`config.mk`:
```
export PLATFORM = sky130hd
export DESIGN_NAME = cache_fill_fsm
export DESIGN_NICKNAME = d
export VERILOG_FILES = /design/src/rtl/cache_pkg.sv /design/src/rtl/mem_req_arbiter.sv /design/src/rtl/cache_fill_fsm.sv
export SDC_FILE = /design/constraint.sdc
export NUM_CORES = 1
export LEC_CHECK = 0
export ABC_AREA = 1
export CAP_MARGIN = 20
export CORE_MARGIN = 5
export CORE_UTILIZATION = 30
export DETAILED_ROUTE_END_ITERATION = 7
export PLACE_DENSITY = 0.78
export SLEW_MARGIN = 5
export SYNTH_ARGS = -nofsm -noshare
export SYNTH_HDL_FRONTEND = slang
export SYNTH_SLANG_ARGS = --single-unit
export TNS_END_PERCENT = 10
```
`constraint.sdc`:
```
create_clock -name clk -period 1.75 [get_ports clk]
set_clock_uncertainty 0.05 [all_clocks]
set_input_delay 0.35 -clock clk [delete_from_list [all_inputs] [get_ports clk]]
set_output_delay 0.35 -clock clk [all_outputs]
set_load 0.02 [all_outputs]
```
`src/rtl/cache_pkg.sv`:
```
// Shared definitions for the cache miss handler.
//   state_t        : fill/store controller states
//   BLOCK_WORDS    : 16-bit words per cache block (counters are 3 bits wide)
//   MEM_LAT        : cycles from read request to mem_rvalid
//   TAG_HI/TAG_LO  : byte-address field holding the block base
//   WORD_HI/WORD_LO: byte-address field holding the word offset in a block
//   block_base()   : clears the offset bits of a byte address
package cache_pkg;

    localparam int ADDR_W      = 16;
    localparam int DATA_W      = 16;
    localparam int BLOCK_WORDS = 8;
    localparam int MEM_LAT     = 4;
    localparam int CNT_W       = 3;

    localparam int TAG_HI  = 15;
    localparam int TAG_LO  = 4;
    localparam int WORD_HI = 3;
    localparam int WORD_LO = 1;

    localparam logic [CNT_W-1:0] LAST_WORD = CNT_W'(BLOCK_WORDS - 1);

    typedef enum logic [2:0] {
        IDLE      = 3'd0,
        WRITE     = 3'd1,
        FILL_REQ  = 3'd2,
        FILL_WAIT = 3'd3,
        TAG       = 3'd4
    } state_t;

    function automatic logic [ADDR_W-1:0] block_base(input logic [ADDR_W-1:0] addr);
        return {addr[TAG_HI:TAG_LO], {TAG_LO{1'b0}}};
    endfunction

endpackage

```
`src/rtl/mem_req_arbiter.sv`:
```
// Fixed-priority select of the next memory transaction while the miss
// handler is idle: D-side load miss, then write-through store, then I-side miss.
//   d_miss, d_wr_req, i_miss : pending requests
//   grant_d_miss, grant_d_wr, grant_i_miss : one-hot (or all-zero) grant
module mem_req_arbiter (
    input  logic d_miss,
    input  logic d_wr_req,
    input  logic i_miss,
    output logic grant_d_miss,
    output logic grant_d_wr,
    output logic grant_i_miss
);

    assign grant_d_miss = d_miss;
    assign grant_d_wr   = ~d_miss & d_wr_req;
    assign grant_i_miss = ~d_miss & ~d_wr_req & i_miss;

endmodule

```
`src/rtl/cache_fill_fsm.sv`:
```
// Miss handler between the I/D caches and the shared pipelined main memory.
// Fetches 8-word blocks on a cache miss, streams them into the cache data
// array, writes the tag, and forwards write-through stores.
//   clk, rst                         : clock, async active-high reset
//   i_miss/_addr, d_miss/_addr       : miss requests, held until the tag write
//   d_wr_req/_addr/_data, d_wr_done  : write-through store handshake
//   fetch_stall, mem_stall           : pipeline stalls (combinational)
//   mem_en/wr/addr/wdata, mem_rvalid/rdata : main memory port
//   fill_we_i/d, fill_word/data/base : cache data-array write port
//   tag_we_i/d                       : tag write + valid set
module cache_fill_fsm
    import cache_pkg::*;
(
    input  logic              clk,
    input  logic              rst,
    input  logic              i_miss,
    input  logic [ADDR_W-1:0] i_miss_addr,
    input  logic              d_miss,
    input  logic [ADDR_W-1:0] d_miss_addr,
    input  logic              d_wr_req,
    input  logic [ADDR_W-1:0] d_wr_addr,
    input  logic [DATA_W-1:0] d_wr_data,
    output logic              fetch_stall,
    output logic              mem_stall,
    output logic              d_wr_done,
    output logic              mem_en,
    output logic              mem_wr,
    output logic [ADDR_W-1:0] mem_addr,
    output logic [DATA_W-1:0] mem_wdata,
    input  logic              mem_rvalid,
    input  logic [DATA_W-1:0] mem_rdata,
    output logic              fill_we_i,
    output logic              fill_we_d,
    output logic [CNT_W-1:0]  fill_word,
    output logic [DATA_W-1:0] fill_data,
    output logic [ADDR_W-1:0] fill_base,
    output logic              tag_we_i,
    output logic              tag_we_d
);

    state_t              state_reg, state_next;
    logic [CNT_W-1:0]    req_cnt_reg, req_cnt_next;
    logic [CNT_W-1:0]    rsp_cnt_reg, rsp_cnt_next;
    logic                side_d_reg, side_d_next;   // 1 = filling the D-cache
    logic [ADDR_W-1:0]   base_reg, base_next;
    logic                rsp_ok;

    logic grant_d_miss, grant_d_wr, grant_i_miss;

    mem_req_arbiter u_arb (
        .d_miss       (d_miss),
        .d_wr_req     (d_wr_req),
        .i_miss       (i_miss),
        .grant_d_miss (grant_d_miss),
        .grant_d_wr   (grant_d_wr),
        .grant_i_miss (grant_i_miss)
    );

    always_ff @(posedge clk or posedge rst) begin
        if (rst) begin
            state_reg   <= IDLE;
            req_cnt_reg <= '0;
            rsp_cnt_reg <= '0;
            side_d_reg  <= 1'b0;
            base_reg    <= '0;
        end else begin
            state_reg   <= state_next;
            req_cnt_reg <= req_cnt_next;
            rsp_cnt_reg <= rsp_cnt_next;
            side_d_reg  <= side_d_next;
            base_reg    <= base_next;
        end
    end

    always_comb begin
        state_next   = state_reg;
        req_cnt_next = req_cnt_reg;
        rsp_cnt_next = rsp_cnt_reg;
        side_d_next  = side_d_reg;
        base_next    = base_reg;
        rsp_ok       = 1'b0;
        mem_en       = 1'b0;
        mem_wr       = 1'b0;
        mem_addr     = '0;
        mem_wdata    = '0;
        d_wr_done    = 1'b0;
        fill_we_i    = 1'b0;
        fill_we_d    = 1'b0;
        fill_word    = '0;
        fill_data    = '0;
        tag_we_i     = 1'b0;
        tag_we_d     = 1'b0;

        case (state_reg)
            IDLE: begin
                if (grant_d_miss) begin
                    state_next   = FILL_REQ;
                    side_d_next  = 1'b1;
                    base_next    = block_base(d_miss_addr);
                    req_cnt_next = '0;
                    rsp_cnt_next = '0;
                end else if (grant_d_wr) begin
                    state_next = WRITE;
                end else if (grant_i_miss) begin
                    state_next   = FILL_REQ;
                    side_d_next  = 1'b0;
                    base_next    = block_base(i_miss_addr);
                    req_cnt_next = '0;
                    rsp_cnt_next = '0;
                end
            end
            WRITE: begin
                mem_en     = 1'b1;
                mem_wr     = 1'b1;
                mem_addr   = d_wr_addr;
                mem_wdata  = d_wr_data;
                d_wr_done  = 1'b1;
                state_next = IDLE;
            end
            FILL_REQ: begin
                mem_en       = 1'b1;
                mem_addr     = base_reg + {{(ADDR_W-CNT_W-1){1'b0}}, req_cnt_reg, 1'b0};
                req_cnt_next = req_cnt_reg + 1'b1;
                // Responses overlap the tail of the request burst.
                rsp_ok       = mem_rvalid;
                if (req_cnt_reg == LAST_WORD) begin
                    state_next = FILL_WAIT;
                end
            end
            FILL_WAIT: begin
                rsp_ok = mem_rvalid;
                if (mem_rvalid && rsp_cnt_reg == LAST_WORD) begin
                    state_next = TAG;
                end
            end
            TAG: begin
                tag_we_i   = ~side_d_reg;
                tag_we_d   = side_d_reg;
                state_next = IDLE;
            end
            default: state_next = IDLE;
        endcase

        if (rsp_ok) begin
            fill_we_i    = ~side_d_reg;
            fill_we_d    = side_d_reg;
            fill_word    = rsp_cnt_reg;
            fill_data    = mem_rdata;
            rsp_cnt_next = rsp_cnt_reg + 1'b1;
        end
    end

    assign fill_base   = base_reg;
    assign fetch_stall = i_miss & ~tag_we_i;
    assign mem_stall   = (d_miss & ~tag_we_d) | (d_wr_req & ~d_wr_done);

endmodule

```
==> flow_summary.json <==
{
  "p_int_w": 0.002764,
  "drive_gt1_frac": 0.3392,
  "hold_slack_ns": 0.3739,
  "num_rows": 27,
  "power_switching_w": 0.002315,
  "outcome": "finished, violations left",
  "avgViaCountPerCell": 4.382,
  "gp_congestion": 0.8075,
  "antenna_found_initial": 0,
  "rr_worst_depth": 9,
  "clkSlewWorstSetupHoldPaths_ns": 0.08,
  "grt_usage": 0.1724,
  "ir_drop_mv": 0.9485,
  "max_freq_mhz": 541.9,
  "fp.dieH_um": 86.55,
  "p_per_area_nw_per_um2": 1391,
  "cts_max_level": 1,
  "p_clk_frac": 0.093,
  "largest_reg_flops": 12,
  "avgSynthCellArea_um2": 6.234,
  "cp-end-kind": "primary output",
  "avgRoutedWirePerCell_um": 13.27,
  "p_sw_frac": 0.4558,
  "power_frac_comb": 0.732,
  "port_buffers": 149,
  "grt_pass1_wl_um": 10600,
  "critPathLaunchType": "flip-flop",
  "path_max_fanout": 6,
  "clk_latency_ns": 0.26,
  "num-nets-final": 545,
  "wl_um": 6982,
  "setup-violations-final": 34,
  "ys_ff_latch": 22,
  "finish.instance_area_um2": 3651,
  "boundaryPins": 162,
  "regToRegStartpoint": "state_reg[0]$_DFFE_PP0P_",
  "slew_viol_final": 0,
  "die_area_um2": 7491,
  "grt_max_degree": 23,
  "layout_setup_ws_ns": -0.09539,
  "dpl_cell_area_um2": 3465,
  "clock-root-buffer": "clkbuf_8",
  "r2r_setup_slack_ns": 0.16,
  "nFillCells": 516,
  "diodes": 0,
  "fp.dieW_um": 86.55,
  "power_frac_seq": 0.176,
  "rsz0062_at_grt": "yes",
  "violations": "negative setup slack",
  "core-area_um2": 5608,
  "ys_types": 22,
  "dr.pass1.iters": 4,
  "drc": 0,
  "ys_warn_count": 0,
  "post-route-period-util": 1.055,
  "overflow": 0,
  "vias": 2305,
  "cts_max_path_buffers": 2,
  "syn-cell-area_um2": 1758,
  "min_period_ns": 1.845,
  "start_util": 0.3135,
  "cts.sinks": 22,
  "drtIter0Drc": 73,
  "area.growth.synth_to_final_pct": 107.7,
  "syn-instance-count": 282,
  "crit_path_end": "fill_data[3]",
  "hold_class": "input pin to async pin",
  "dp_hpwl_um": 5525,
  "required_ns": 1.35,
  "worstSetupPathType": "flip-flop to primary output",
  "timing.rr.end": "fill_base[14]$_DFFE_PP0P_",
  "ys_seq_area_frac": 0.3132,
  "drv_cap": 0,
  "crit_start": "state_reg[2]$_DFFE_PP0P_",
  "grt_pass1_vias": 2306,
  "arrival_ns": 1.45,
  "cts_tree": "yes",
  "hold_viol_final": 0,
  "leakage_nw": 1.966,
  "drt.antenna.violating_nets": 0,
  "numCtsBuffers": 3
}
-- through the flow --
step / instances / total power, W / setup slack, ns / setup TNS, ns / util
6_report: 526 / 0.005079 / -0.09539 / -0.8306 / 0.6510
5_1_grt: 526 / 0.005469 / -0.1300 / -4.436 / 0.6510
4_1_cts: 520 / 0.004691 / -0.05245 / -0.4207 / 0.6020
3_5_place_dp: 516 / 0.004305 / -0.4874 / -17.92 / 0.6178
3_3_place_gp: 516 / 0.004232 / -0.4470 / -17.09 / 0.6178
2_1_floorplan: 285 / 0.002587 / 0.05743 / 0 / -
-- worst max-delay path, stage by stage, from the launching register on --
cell and delay (ns):
dfrtp_1 0.40, inv_2 0.12, buf_6 0.13, nand3_4 0.08
buf_6 0.15, nor2_1 0.13, buf_4 0.17
-- cell usage after synthesis --
cell	count	area, um^2
a21boi_0	1	7.510
a21oi_2	12	105.1
a22o_1	2	17.52
buf_2	4	20.02
buf_4	7	52.55
buf_6	3	33.78
clkbuf_2	1	5.000
conb_1	1	3.750
dfrtp_1	22	550.5
ha_1	4	50.05
inv_1	60	225.2
inv_2	4	15.01
nand2_1	70	262.8
nand2_2	1	6.260
nand2_4	1	11.26
nand3_1	6	30.03
nor2_1	54	202.7
nor2_2	5	31.28
nor3_1	1	5.000
o21ai_0	20	100.1
o21ai_1	1	5.000
o21ai_2	2	17.52
-- timing repair --
action	4_1_cts	5_1_grt
resized for setup	312	77
buffers inserted	0	2
pin swaps	1	4
endpoints found under the setup margin	60	57
gates cloned	0	4
hold buffers	0	0
-- layer usage --
layer,GRT usage,share of wire
met4,0.02691,0.0097
met5,0,0
met1,0.1900,0.37
met3,0.04943,0.094
met2,0.3296,0.52
-- area by class of cell --
cell class / count / area, um^2 / share of cell area
Clock buffer: 3 / 41.29 / 0.01131
Clock inverter: 1 / 30.03 / 0.008225
Inverter: 64 / 245.2 / 0.06717
Multi-Input combinational cell: 184 / 999.7 / 0.2738
Sequential cell: 22 / 553.0 / 0.1515
Tap cell: 72 / 90.09 / 0.02467
Timing Repair Buffer: 180 / 1692 / 0.4633
-- power groups by stage --
| stage | clock [W] | sequential (W) | combinational, W |
|---|---|---|---|
| global placement | 0 | 0.000867 | 0.00337 |
| global route | 0.000508 | 0.000927 | 0.00403 |
| finish | 0.000470 | 0.000892 | 0.00372 |
| floorplan | 0 | 0.00104 | 0.00155 |
| CTS | 0.000479 | 0.000877 | 0.00334 |
| detailed placement | 0 | 0.000878 | 0.00343 |
-- worst min path at each step --
stage,to,slack (ns),depth (start not counted)
detailed placement,req_cnt_reg[0]$_DFFE_PP0P_,0.45,2
floorplan,fill_base[10]$_DFFE_PP0P_,0.29,1
finish,req_cnt_reg[2]$_DFFE_PP0P_,0.37,3
global route,rsp_cnt_reg[2]$_DFFE_PP0P_,0.42,3
global placement,req_cnt_reg[0]$_DFFE_PP0P_,0.44,2
CTS,side_d_reg$_DFFE_PP0P_,0.38,3
-- placed cells by master, fill, tap and decap left out, types with 4 or more instances in the layout --
cell              n
a21oi_2          12
buf_2             5
buf_4            62
buf_6            20
clkdlybuf4s50_1  89
conb_1            4
dfrtp_1          20
ha_1              4
inv_1            57
inv_2             6
nand2_1          62
nand2_2           8
nor2_1           44
nor2_2           12
o21ai_0           6
o21ai_1           7
o21ai_2          10
-- cells by family (layout without fill, tap and decap cells) --
| family | after synthesis | after routing | share of synthesized area |
|---|---|---|---|
| simple gates | 138 | 138 | 0.3125 |
| other cells | 1 | 4 | 0.002133 |
| fa+ha+maj | 4 | 4 | 0.02847 |
| compound gates | 38 | 38 | 0.1438 |
| flops | 22 | 22 | 0.3132 |
| buf+inv | 79 | 248 | 0.2000 |
(Power assumes the default switching activity.)
